### src/rtl/posit_encode_round_if.sv
// Handshake and field bundle between the posit adder/multiplier and the encoder/rounder.
// With POSIT_ENC_FLAGS_EN defined the sticky exception flags and their clear travel here too.
interface posit_encode_round_if #(
  parameter int N   = 16,
  parameter int SFW = N - 9
);
  logic           i_valid;
  logic           o_ready;
  logic           i_s;
  logic [SFW-1:0] i_sf;
  logic [N-5:0]   i_mant;
  logic           i_guard;
  logic           i_sticky;
  logic           i_nzn;
  logic           o_valid;
  logic           i_ready;
  logic [N-1:0]   o_posit;
`ifdef POSIT_ENC_FLAGS_EN
  logic           o_inexact;
  logic           o_sat;
  logic           i_flag_clr;

  modport slave (
    input  i_valid, i_s, i_sf, i_mant, i_guard, i_sticky, i_nzn, i_ready, i_flag_clr,
    output o_ready, o_valid, o_posit, o_inexact, o_sat
  );
  modport master (
    output i_valid, i_s, i_sf, i_mant, i_guard, i_sticky, i_nzn, i_ready, i_flag_clr,
    input  o_ready, o_valid, o_posit, o_inexact, o_sat
  );
`else
  modport slave (
    input  i_valid, i_s, i_sf, i_mant, i_guard, i_sticky, i_nzn, i_ready,
    output o_ready, o_valid, o_posit
  );
  modport master (
    output i_valid, i_s, i_sf, i_mant, i_guard, i_sticky, i_nzn, i_ready,
    input  o_ready, o_valid, o_posit
  );
`endif
endinterface

### src/rtl/posit_encode_round.sv
// Two-stage posit<N,1> encoder with round-to-nearest-even and posit saturation.
// Optional sticky inexact/saturation flags are built when POSIT_ENC_FLAGS_EN is defined.
module posit_encode_round #(
  parameter int N   = 16,
  parameter int SFW = N - 9
) (
  input logic                  i_clk,
  input logic                  i_rst,
  posit_encode_round_if.slave  bus
);
  localparam int FW  = N - 4;    // fraction width
  localparam int TW  = FW + 3;   // exponent, fraction, guard, sticky
  localparam int BW  = N - 1;    // posit body below the sign bit
  localparam int XW  = 2 * N;    // regime + tail after the widest legal shift
  localparam int SMW = SFW + 1;  // scale factor plus room for the negation carry

  localparam logic signed [SMW-1:0] SAT_HI = SMW'(2 * N - 4);
  localparam logic signed [SMW-1:0] SAT_LO = SMW'(-(2 * N - 4));
  localparam logic [N-1:0] MAXPOS = {1'b0, {(N-1){1'b1}}};
  localparam logic [N-1:0] MINPOS = N'(1);

  typedef enum logic [1:0] {SAT_NONE, SAT_MAX, SAT_MIN} sat_e;

  logic          s1_valid_q, s1_valid_d;
  logic          s1_s_q, s1_s_d;
  logic          s1_zero_q, s1_zero_d;
  logic          s1_nar_q, s1_nar_d;
  sat_e          s1_sat_q, s1_sat_d;
  logic [XW-1:0] s1_full_q, s1_full_d;
  logic          s2_valid_q, s2_valid_d;
  logic [N-1:0]  posit_q, posit_d;

  logic                  ready;
  logic                  s1_load;
  logic                  s2_en;
  logic                  s2_load;
  logic [FW+1:0]         fgs;
  logic [FW+2:0]         fgs_neg;
  logic [FW+1:0]         frac_m;
  logic signed [SMW-1:0] sf_ext;
  logic signed [SMW-1:0] sf_m;
  logic signed [SMW-1:0] k;
  logic [SMW-1:0]        shamt;
  logic [XW-1:0]         seed;
  logic [XW-1:0]         full;
  sat_e                  sat_c;

  logic [BW-1:0] body;
  logic          rnd_g;
  logic          rnd_s;
  logic          inc;
  logic [N-1:0]  sum;
  logic          clamp;
  logic [N-1:0]  mag;
  logic [N-1:0]  word;

  // Stage 1: magnitude conversion and regime placement.
  always_comb begin
    fgs     = {bus.i_mant, bus.i_guard, bus.i_sticky};
    fgs_neg = {1'b0, ~fgs} + (FW+3)'(1);
    sf_ext  = {bus.i_sf[SFW-1], bus.i_sf};
    frac_m  = fgs;
    sf_m    = sf_ext;
    if (bus.i_s) begin
      if (fgs_neg[FW+2]) begin
        sf_m   = sf_ext + SMW'(1);
        frac_m = '0;
      end else begin
        frac_m = fgs_neg[FW+1:0];
      end
    end
    k = sf_m >>> 1;
    // For negative k, ~k == -k-1: the seed already carries one leading zero.
    shamt = k[SMW-1] ? ~k : k;
    if (k[SMW-1]) begin
      seed = {2'b01, sf_m[0], frac_m, {(XW-2-TW){1'b0}}};
      full = seed >> shamt;
    end else begin
      seed = {2'b10, sf_m[0], frac_m, {(XW-2-TW){1'b0}}};
      full = $signed(seed) >>> shamt;
    end
    sat_c = SAT_NONE;
    if (sf_m >= SAT_HI) begin
      sat_c = SAT_MAX;
    end else if (sf_m < SAT_LO) begin
      sat_c = SAT_MIN;
    end
  end

  // Stage 2: round to nearest even, saturate, apply sign and specials.
  always_comb begin
    body  = s1_full_q[XW-1 -: BW];
    rnd_g = s1_full_q[XW-1-BW];
    rnd_s = |s1_full_q[XW-2-BW:0];
    inc   = rnd_g & (rnd_s | body[0]);
    sum   = {1'b0, body} + N'(inc);
    clamp = sum[N-1];
    mag   = clamp ? MAXPOS : sum;
    if (s1_sat_q == SAT_MAX) begin
      mag = MAXPOS;
    end else if (s1_sat_q == SAT_MIN) begin
      mag = MINPOS;
    end
    word = s1_s_q ? (~mag + N'(1)) : mag;
    if (s1_zero_q) begin
      word = '0;
    end else if (s1_nar_q) begin
      word = {1'b1, {(N-1){1'b0}}};
    end
  end

  always_comb begin
    ready      = ~s1_valid_q | ~s2_valid_q | bus.i_ready;
    s1_load    = ready & bus.i_valid;
    s2_en      = ~s2_valid_q | bus.i_ready;
    s2_load    = s2_en & s1_valid_q;
    s1_valid_d = ready ? bus.i_valid : s1_valid_q;
    s1_s_d     = s1_load ? bus.i_s : s1_s_q;
    s1_zero_d  = s1_load ? (~bus.i_nzn & ~bus.i_s) : s1_zero_q;
    s1_nar_d   = s1_load ? (~bus.i_nzn & bus.i_s) : s1_nar_q;
    s1_sat_d   = s1_load ? sat_c : s1_sat_q;
    s1_full_d  = s1_load ? full : s1_full_q;
    s2_valid_d = s2_en ? s1_valid_q : s2_valid_q;
    posit_d    = s2_load ? word : posit_q;
  end

  always_ff @(posedge i_clk) begin
    if (i_rst) begin
      s1_valid_q <= 1'b0;
      s1_s_q     <= 1'b0;
      s1_zero_q  <= 1'b0;
      s1_nar_q   <= 1'b0;
      s1_sat_q   <= SAT_NONE;
      s1_full_q  <= '0;
      s2_valid_q <= 1'b0;
      posit_q    <= '0;
    end else begin
      s1_valid_q <= s1_valid_d;
      s1_s_q     <= s1_s_d;
      s1_zero_q  <= s1_zero_d;
      s1_nar_q   <= s1_nar_d;
      s1_sat_q   <= s1_sat_d;
      s1_full_q  <= s1_full_d;
      s2_valid_q <= s2_valid_d;
      posit_q    <= posit_d;
    end
  end

  assign bus.o_ready = ready;
  assign bus.o_valid = s2_valid_q;
  assign bus.o_posit = posit_q;

`ifdef POSIT_ENC_FLAGS_EN
  logic s2_inexact_q, s2_inexact_d;
  logic s2_sat_q, s2_sat_d;
  logic flag_inexact_q, flag_inexact_d;
  logic flag_sat_q, flag_sat_d;
  logic special;
  logic out_xfer;

  // Per-item exception bits ride with the word; sticky flags latch on output transfer.
  always_comb begin
    special        = s1_zero_q | s1_nar_q;
    out_xfer       = s2_valid_q & bus.i_ready;
    s2_inexact_d   = s2_load ? (~special & (s1_sat_q == SAT_NONE) & (rnd_g | rnd_s)) : s2_inexact_q;
    s2_sat_d       = s2_load ? (~special & ((s1_sat_q != SAT_NONE) | clamp)) : s2_sat_q;
    flag_inexact_d = flag_inexact_q | (out_xfer & s2_inexact_q);
    flag_sat_d     = flag_sat_q | (out_xfer & s2_sat_q);
    if (bus.i_flag_clr) begin
      flag_inexact_d = 1'b0;
      flag_sat_d     = 1'b0;
    end
  end

  always_ff @(posedge i_clk) begin
    if (i_rst) begin
      s2_inexact_q   <= 1'b0;
      s2_sat_q       <= 1'b0;
      flag_inexact_q <= 1'b0;
      flag_sat_q     <= 1'b0;
    end else begin
      s2_inexact_q   <= s2_inexact_d;
      s2_sat_q       <= s2_sat_d;
      flag_inexact_q <= flag_inexact_d;
      flag_sat_q     <= flag_sat_d;
    end
  end

  assign bus.o_inexact = flag_inexact_q;
  assign bus.o_sat     = flag_sat_q;
`endif
endmodule
### src/flat_wrapper.sv
// flat-port wrapper written by rule: the top's interface ports become plain ports
module posit_encode_round_flat 
#(
  parameter int N   = 16,
  parameter int SFW = N - 9
)
  (i_clk, i_rst, bus_i_valid, bus_i_s, bus_i_sf, bus_i_mant, bus_i_guard, bus_i_sticky, bus_i_nzn, bus_i_ready, bus_o_ready, bus_o_valid, bus_o_posit);
  posit_encode_round_if #(.N(N), .SFW(SFW)) bus_i ();
  input logic i_clk;
  input logic i_rst;
  input wire logic [$bits(bus_i.i_valid)-1:0] bus_i_valid;
  input wire logic [$bits(bus_i.i_s)-1:0] bus_i_s;
  input wire logic [$bits(bus_i.i_sf)-1:0] bus_i_sf;
  input wire logic [$bits(bus_i.i_mant)-1:0] bus_i_mant;
  input wire logic [$bits(bus_i.i_guard)-1:0] bus_i_guard;
  input wire logic [$bits(bus_i.i_sticky)-1:0] bus_i_sticky;
  input wire logic [$bits(bus_i.i_nzn)-1:0] bus_i_nzn;
  input wire logic [$bits(bus_i.i_ready)-1:0] bus_i_ready;
  output wire logic [$bits(bus_i.o_ready)-1:0] bus_o_ready;
  output wire logic [$bits(bus_i.o_valid)-1:0] bus_o_valid;
  output wire logic [$bits(bus_i.o_posit)-1:0] bus_o_posit;
  assign bus_i.i_valid = bus_i_valid;
  assign bus_i.i_s = bus_i_s;
  assign bus_i.i_sf = bus_i_sf;
  assign bus_i.i_mant = bus_i_mant;
  assign bus_i.i_guard = bus_i_guard;
  assign bus_i.i_sticky = bus_i_sticky;
  assign bus_i.i_nzn = bus_i_nzn;
  assign bus_i.i_ready = bus_i_ready;
  assign bus_o_ready = bus_i.o_ready;
  assign bus_o_valid = bus_i.o_valid;
  assign bus_o_posit = bus_i.o_posit;
  posit_encode_round #(.N(N), .SFW(SFW)) u_core (.i_clk(i_clk), .i_rst(i_rst), .bus(bus_i));
endmodule
### config.mk
export PLATFORM = sky130hd
export DESIGN_NAME = posit_encode_round_flat
export DESIGN_NICKNAME = d
export VERILOG_FILES = /design/src/rtl/posit_encode_round_if.sv /design/src/rtl/posit_encode_round.sv /design/src/flat_wrapper.sv
export SDC_FILE = /design/constraint.sdc
export NUM_CORES = 1
export LEC_CHECK = 0
export BUFFER_PORTS_ARGS = -buffer_cell sky130_fd_sc_hd__buf_2
export CAP_MARGIN = 20
export CORE_MARGIN = 2
export CORE_UTILIZATION = 56
export CTS_CLUSTER_DIAMETER = 120
export DETAILED_ROUTE_END_ITERATION = 6
export PLACE_DENSITY = 0.78
export SLEW_MARGIN = 20
export SYNTH_ARGS = -nofsm -noshare
export SYNTH_HDL_FRONTEND = slang
export SYNTH_SLANG_ARGS = --single-unit
### constraint.sdc
create_clock -name i_clk -period 3.7 [get_ports i_clk]
set_input_delay 0.555 -clock i_clk [delete_from_list [all_inputs] [get_ports i_clk]]
set_output_delay 0.555 -clock i_clk [all_outputs]
set_load 0.03 [all_outputs]
==> results of run 1 <==
==> placed cells by master, fill, tap and decap left out, drive strengths merged, types with 4 or more instances in the layout <==
| cell type | n |
|---|---|
| buf | 121 |
| inv | 23 |
| nor2 | 72 |
| nand2 | 76 |
| nand2b | 9 |
| a21oi | 59 |
| ha | 7 |
| a211oi | 11 |
| and4 | 5 |
| nand3 | 26 |
| a211o | 5 |
| xnor2 | 35 |
| dfxtp | 55 |
| o21a | 8 |
| a21o | 14 |
| o21ai | 61 |
| and3 | 7 |
| xor2 | 9 |
| mux2 | 8 |
| a22oi | 26 |
| nor4 | 9 |
| o211ai | 13 |
| a311o | 4 |
| and2 | 7 |
| a41oi | 6 |
| a31oi | 15 |
| o221ai | 6 |
| a21boi | 4 |
| a221oi | 8 |
| a311oi | 4 |
| nand4 | 9 |
| clkbuf | 5 |
| a32o | 5 |
| or2 | 6 |
| o31ai | 11 |
| or3 | 6 |
| mux2i | 10 |
| nor3 | 27 |
==> registers in the layout (all words and copies together), names as in the netlist <==
signal / count
u_core.bus.o_posit: 16
u_core.s1_nar_q: 1
u_core.s1_valid_q: 1
u_core.s1_s_q: 1
u_core.s1_full_q: 32
u_core.s1_zero_q: 1
u_core.s1_sat_q: 2
u_core.bus.o_valid: 1
==> what timing repair did <==
action,4_1_cts,5_1_grt
buffers inserted,0,0
endpoints found under the setup margin,0,3
gates resized for setup,0,2
==> Yosys cell counts, types with 8 or more instances <==
cell type | instances | share of area, %
nand2_1 | 76 | 5.1
nor2_1 | 70 | 4.7
a21oi_1 | 58 | 5.2
o21ai_0 | 58 | 5.2
dfxtp_1 | 55 | 20
clkbuf_1 | 37 | 2.5
xnor2_1 | 33 | 5.2
a22oi_1 | 26 | 3.5
nor3_1 | 26 | 2.3
nand3_1 | 25 | 2.2
inv_1 | 22 | 1.5
a31oi_1 | 15 | 1.7
a21o_1 | 14 | 1.9
o211ai_1 | 13 | 1.7
a211oi_1 | 11 | 1.5
o31ai_1 | 11 | 1.5
mux2i_1 | 9 | 1.6
nand2b_1 | 9 | 1.0
xor2_1 | 9 | 1.4
mux2_2 | 8 | 1.6
o21a_1 | 8 | 1.1
==> report_power, final <==
part / switching, mW / total [mW] / leakage (nW) / internal [mW]
Clock: 0.216 / 0.414 / 0.0502 / 0.199
Sequential: 0.0442 / 0.682 / 0.452 / 0.637
Combinational: 0.567 / 0.928 / 2.06 / 0.361
==> worst paths after layout <==
check	startpoint	depth (start not counted)	to	slack (ns)
worst max-delay path	bus_i_guard	14	u_core.s1_full_q[18]$_SDFFE_PP0P_	0.11
worst min-delay path	u_core.bus.o_posit[15]$_SDFFE_PP0P_	2	u_core.bus.o_posit[15]$_SDFFE_PP0P_	0.45
worst max register to register	u_core.s1_full_q[3]$_SDFFE_PP0P_	14	u_core.bus.o_posit[12]$_SDFFE_PP0P_	0.34
worst min register to register	u_core.bus.o_posit[15]$_SDFFE_PP0P_	2	u_core.bus.o_posit[15]$_SDFFE_PP0P_	0.45
==> worst max-delay path, cell delays in order <==
cell	delay, ns
buf_2	0.11
inv_1	0.09
ha_1	0.20
nor4bb_2	0.29
buf_4	0.18
nand4_4	0.15
mux2i_4	0.26
xnor2_1	0.46
buf_4	0.25
a32oi_1	0.09
a21oi_1	0.41
mux2i_1	0.22
a221oi_1	0.42
a221o_1	0.17
==> per-layer routing <==
layer	up-vias	GRT usage, %	routed length, um	part of all wire [%]
li1	3077	-	-	-
met3	70	7.55	2170	11
met2	466	60.6	9330	46
met5	-	0	0	0
met4	0	11.4	728	3.6
met1	3181	47.4	8100	40
==> cell type report <==
class                      instances  area [um2]
tap                              133         166
multi-input combinational        637        4190
clock inverter                     2        37.5
fill                             844        3230
inverter                          24        90.1
clock buffer                       5        68.8
timing repair buffer             121         848
sequential                        55        1100
==> logic make-up after synthesis <==
kind of cell	share of synthesized area [%]
compound gates	36.6
simple gates	24.2
buf+inv	5.56
flops	19.7
xor+xnor	7.17
mux	4.91
fa+ha+maj	1.75
==> metrics by stage <==
stage	setup TNS [ns]	util, %	instance area [um2]	total power, mW	hold WS (ns)
6_report	0	66.8	6500	2.02	0.454
4_1_cts	0	66.7	6490	1.99	0.457
3_5_place_dp	-0.629	65.6	6380	1.58	0.444
3_3_place_gp	0	65.6	6380	1.57	0.440
5_1_grt	0	66.8	6500	2.11	0.481
2_1_floorplan	0	-	5590	1.26	0.425
==> results.md, run 1 <==
- Library cells used by synthesis: 88
- Initial antenna violation count: 0
- Iter 0 DRT Violations: 759
- Crit-path max FO: 7
- Diode count: 0
- Synth warn: 0
- Post-Layout Cell Count: 977
- DRC Markers: 0
- Mapped Cells: 767
- Core area: 0.00973 mm2
- Placed cells: 970
- First-pass iteration count of the detailed router: 5
- DIE AREA: 0.0108 mm2
- Worst slew pin tran: 0.695 ns
- Vias in the first global route: 6,183
- RSZ-0062 raised after global routing: no
- Ports: 45
- Synth Flop Type: dfxtp_1
- Clock Pin Slew Worst Setup and Hold Paths: 0.11 ns
- Highest Clock Rate: 278 MHz
- Pleak: 2.56 nW
- Clk root buf: clkbuf_8
- Mapped Area: 0.00558 mm2
- Die X: 104 um
- GPL Wtd Cong: 1.06
- WS Path Type: input port to register
- Worst path arrival time: 3.87 ns
- Clk Latency, worst-skew pair: 0.32 ns
- Area delta synth->final: 16.5%
- Fin nets: 878
- Vias: 6,794
- Die Span Y: 104 um
- CTS Buffer Depth: 2
- Post-synth EDFFs: 0
- All-Layer GR Usage: 36.4%
- MaxCap Viol Count: 0
- Final Hold Fails: 0
- DR vias/cell: 6.95
- GR Overflow Total: 0
- Register area share after synthesis: 19.7%
- FF+latch count, synth: 55
- Worst slew slack as a fraction of its limit: 53.5%
- PwrDens: 311 mW/mm2
- Min Tclk post-route: 3.59 ns
- CTS tree: built
- Fin Clk Skew: 0.0205 ns
- HPWL after detailed placement: 15,800 um
- Crit path capture type: register
- Fraction of layout cells with a size suffix above 1: 19.8%
- Routed Antenna Nets: 0
- Fin crit share: 97.1%
- Largest net degree at the start of global routing: 25
- Final slew viol count: 0
- Place WS: -0.144 ns
- First-pass GRT wire length: 32,100 um
- Final setup violation count: 0
- Worst setup margin: 0.106 ns
- Initial core utilization: 57.4%
- Mean Syn Cell Area: 7.28 um2
- Critical Path Start Type: input port
- Drt wl/cell: 20.8 um
- Number of buffers added on ports: 44
- Cts-stage hold buffer count: 0
- CTS buffer count: 5
- H-Tree Depth: 2
- Status: finished, final reports clean
- Asr flop ratio synth: 0%
- Hold crit path type: register to register
- Post-synthesis net count: 801
- Worst IR Drop VDD: 0.199 mV
- WL final: 20,300 um
- Crit path required time: 3.97 ns
- Cell Rows: 36
- Clock Sinks: 55
No activity file was read; power rests on OpenSTA's default activity.
==> run 2: changes to the inputs <==
--- a/config.mk
+++ b/config.mk
@@ -7,7 +7,6 @@
 export LEC_CHECK = 0
 export BUFFER_PORTS_ARGS = -buffer_cell sky130_fd_sc_hd__buf_2
 export CAP_MARGIN = 20
-export CORE_MARGIN = 2
 export CORE_UTILIZATION = 56
 export CTS_CLUSTER_DIAMETER = 120
 export DETAILED_ROUTE_END_ITERATION = 6
@@ -16,3 +15,4 @@
 export SYNTH_ARGS = -nofsm -noshare
 export SYNTH_HDL_FRONTEND = slang
 export SYNTH_SLANG_ARGS = --single-unit
+export TNS_END_PERCENT = 1
==> run 2 against run 1 <==
- worst hold slack improved by 0.0033 ns
- flip-flop and latch count stayed put
- critical path depth is the same
- cell count up 0.92%
- cell area rose by 0.65%
- non-clock buffer count is 9 higher
- critical path type unchanged
- highest routed layer unchanged
==> results.md, run 2 (same netlist as run 1, synthesis figures left out) <==
- Pleak: 2.59 nW
- Commonest non-fill, non-tap cells in the layout: 84 x buf_4, 76 x nand2_1, 70 x nor2_1
- GR Overflow Total: 0
- Fraction of layout cells with a size suffix above 1: 20.9%
- Highest Clock Rate: 275 MHz
- WS Path Type: input port to register
- RR Startpoint: u_core.s1_full_q[17]$_SDFFE_PP0P_
- CP max-delay cell: o21ai_0
- Clock Pin Slew Worst Setup and Hold Paths: 0.10 ns
- Worst IR Drop VDD: 0.178 mV
- Die X: 102 um
- Routed Antenna Nets: 0
- Initial antenna violation count: 0
- Setup bufs post-CTS: 0
- Critical Path Start Type: input port
- Drt wl/cell: 21.0 um
- Fin Clk Skew: 0.0196 ns
- Worst slew pin tran: 0.747 ns
- Buffers & Inverters on Critical Path: 4
- Fin nets: 887
- Diode count: 0
- Crit path required time: 3.91 ns
- WHS Endpoint: u_core.bus.o_posit[15]$_SDFFE_PP0P_
- Crit path capture type: register
- WL final: 20,700 um
- CP max stage delay: 0.58 ns
- Place WS: -0.170 ns
- Number of buffers added on ports: 44
- CP most frequent cell: o21ai_0
- CTS tree: built
- Critical Path Stages: 14
- First-pass iteration count of the detailed router: 6
- Crit-path cells: buf_2 > inv_1 > ha_1 > nor4bb_2 > nand4_2 > buf_4 > a311oi_2 > nor2_2 > buf_12 > a22oi_1 > o21ai_0 > o21ai_0 > nand2_1 > a32o_1
- Final slew viol count: 0
- CTS Buffer Depth: 2
- Largest register FFs: 32
- Clock Sinks: 55
- DRC Markers: 0
- Worst slew slack as a fraction of its limit: 50.0%
- Fin crit share: 98.4%
- Crit-path leading delay family: compound AO/OA/AOI/OAI gates
- Setup tns final: 0 ns
- Iter 0 DRT Violations: 686
- Worst setup margin: 0.0610 ns
- Post-DP Area: 0.00643 mm2
- GPL Wtd Cong: 1.10
- Die Span Y: 102 um
- Cell Rows: 36
- First-pass GRT wire length: 32,000 um
- All-Layer GR Usage: 40.0%
- H-Tree Depth: 2
- R2R setup slack: 0.32 ns
- MaxCap Viol Count: 0
- Vias in the first global route: 6,149
- Crit-path max FO: 19
- PwrDens: 310 mW/mm2
- Clk Latency, worst-skew pair: 0.32 ns
- Area delta synth->final: 17.2%
- Hold crit path type: register to register
- Min Tclk post-route: 3.64 ns
- Worst path arrival time: 3.85 ns
- Worst reg-to-reg path cell count: 13
- RSZ-0062 raised after global routing: no
- Clk root buf: clkbuf_8
- Ports: 45
- Biggest register: u_core.s1_full_q
- Initial core utilization: 57.4%
- Vias: 6,755
- HP Start: u_core.bus.o_posit[15]$_SDFFE_PP0P_
- CTS buffer count: 5
- Multi-input logic area: 0.00419 mm2
- Sequential cell area: 0.00110 mm2
- Largest net degree at the start of global routing: 24
- DIE AREA: 0.0104 mm2
- Commonest non-fill, non-tap cell in the layout: buf_4
- DR vias/cell: 6.85
- Worst R2R End: u_core.bus.o_posit[10]$_SDFFE_PP0P_
- Final setup violation count: 0
- # fillers: 887
- Final Hold Fails: 0
- Status: finished, final reports clean
- Fin area: 0.00654 mm2
- Core area: 0.00973 mm2
- HPWL after detailed placement: 16,400 um
- WHS Path Cells: 2
==> run 2: cell types whose count changed in the layout (fill, tap and decap cells not counted), sizes merged <==
cell  delta
buf      +9
==> run 2: layer usage <==
metal	vias to the layer above	share of wire, %	GRT usage [%]
met4	0	3.7	16.5
met2	427	45	64.2
met3	80	11	10.7
met5	-	0	0
li1	3082	-	-
met1	3166	40	51.0
==> run 2: final cells by class <==
type                    count  share of cell area (%)
well taps                 133                    2.54
clock inverters             2                   0.574
clock buffers               5                    1.05
inverters                  24                    1.38
multi-input cells         637                    64.0
repair buffers            130                    13.6
flip-flops and latches     55                    16.8
==> run 2: worst max path at each step <==
stage | start | endpoint | slack, ns
after floorplan | bus_i_sticky | u_core.s1_full_q[5]$_SDFFE_PP0P_ | 0.03
after global routing | bus_i_sticky | u_core.s1_full_q[5]$_SDFFE_PP0P_ | 0.02
after CTS | bus_i_sticky | u_core.s1_full_q[4]$_SDFFE_PP0P_ | 0.14
after global placement | bus_i_guard | u_core.s1_full_q[22]$_SDFFE_PP0P_ | 0.03
final | bus_i_guard | u_core.s1_full_q[22]$_SDFFE_PP0P_ | 0.06
after detailed placement | bus_i_sticky | u_core.s1_full_q[4]$_SDFFE_PP0P_ | -0.17
==> run 2: power breakdown <==
group          leakage, nW  switching (mW)  total [mW]  internal, mW
clock               0.0502           0.205       0.403         0.198
sequential           0.452          0.0426       0.680         0.637
combinational         2.09           0.578       0.945         0.368
==> run 2: what timing repair did <==
item | 4_1_cts | 5_1_grt
setup endpoints to repair | 0 | 5
hold buffers | 0 | 0
hold endpoints to repair | 0 | 0
resized for setup | 0 | 3
==> run 2: stage by stage <==
stage	util (%)	power (mW)	hold slack, ns	std cells
5_1_grt	67.3	2.11	0.481	986
3_5_place_dp	66.0	1.60	0.446	979
4_1_cts	67.1	2.00	0.458	986
6_report	67.3	2.03	0.458	986
2_1_floorplan	-	1.26	0.425	767
3_3_place_gp	66.0	1.58	0.440	979
==> run 2: worst reg2reg max path: stages, from the launching register on <==
cell	delay (ns)
dfxtp_1	0.50
nand3_1	0.23
nor4b_2	0.70
a21oi_2	0.23
inv_1	0.12
o21ai_0	0.12
ha_1	0.26
and3_1	0.15
a22oi_1	0.20
or3_1	0.25
o21ai_0	0.15
xnor2_1	0.17
a22oi_1	0.16
nor2_1	0.06
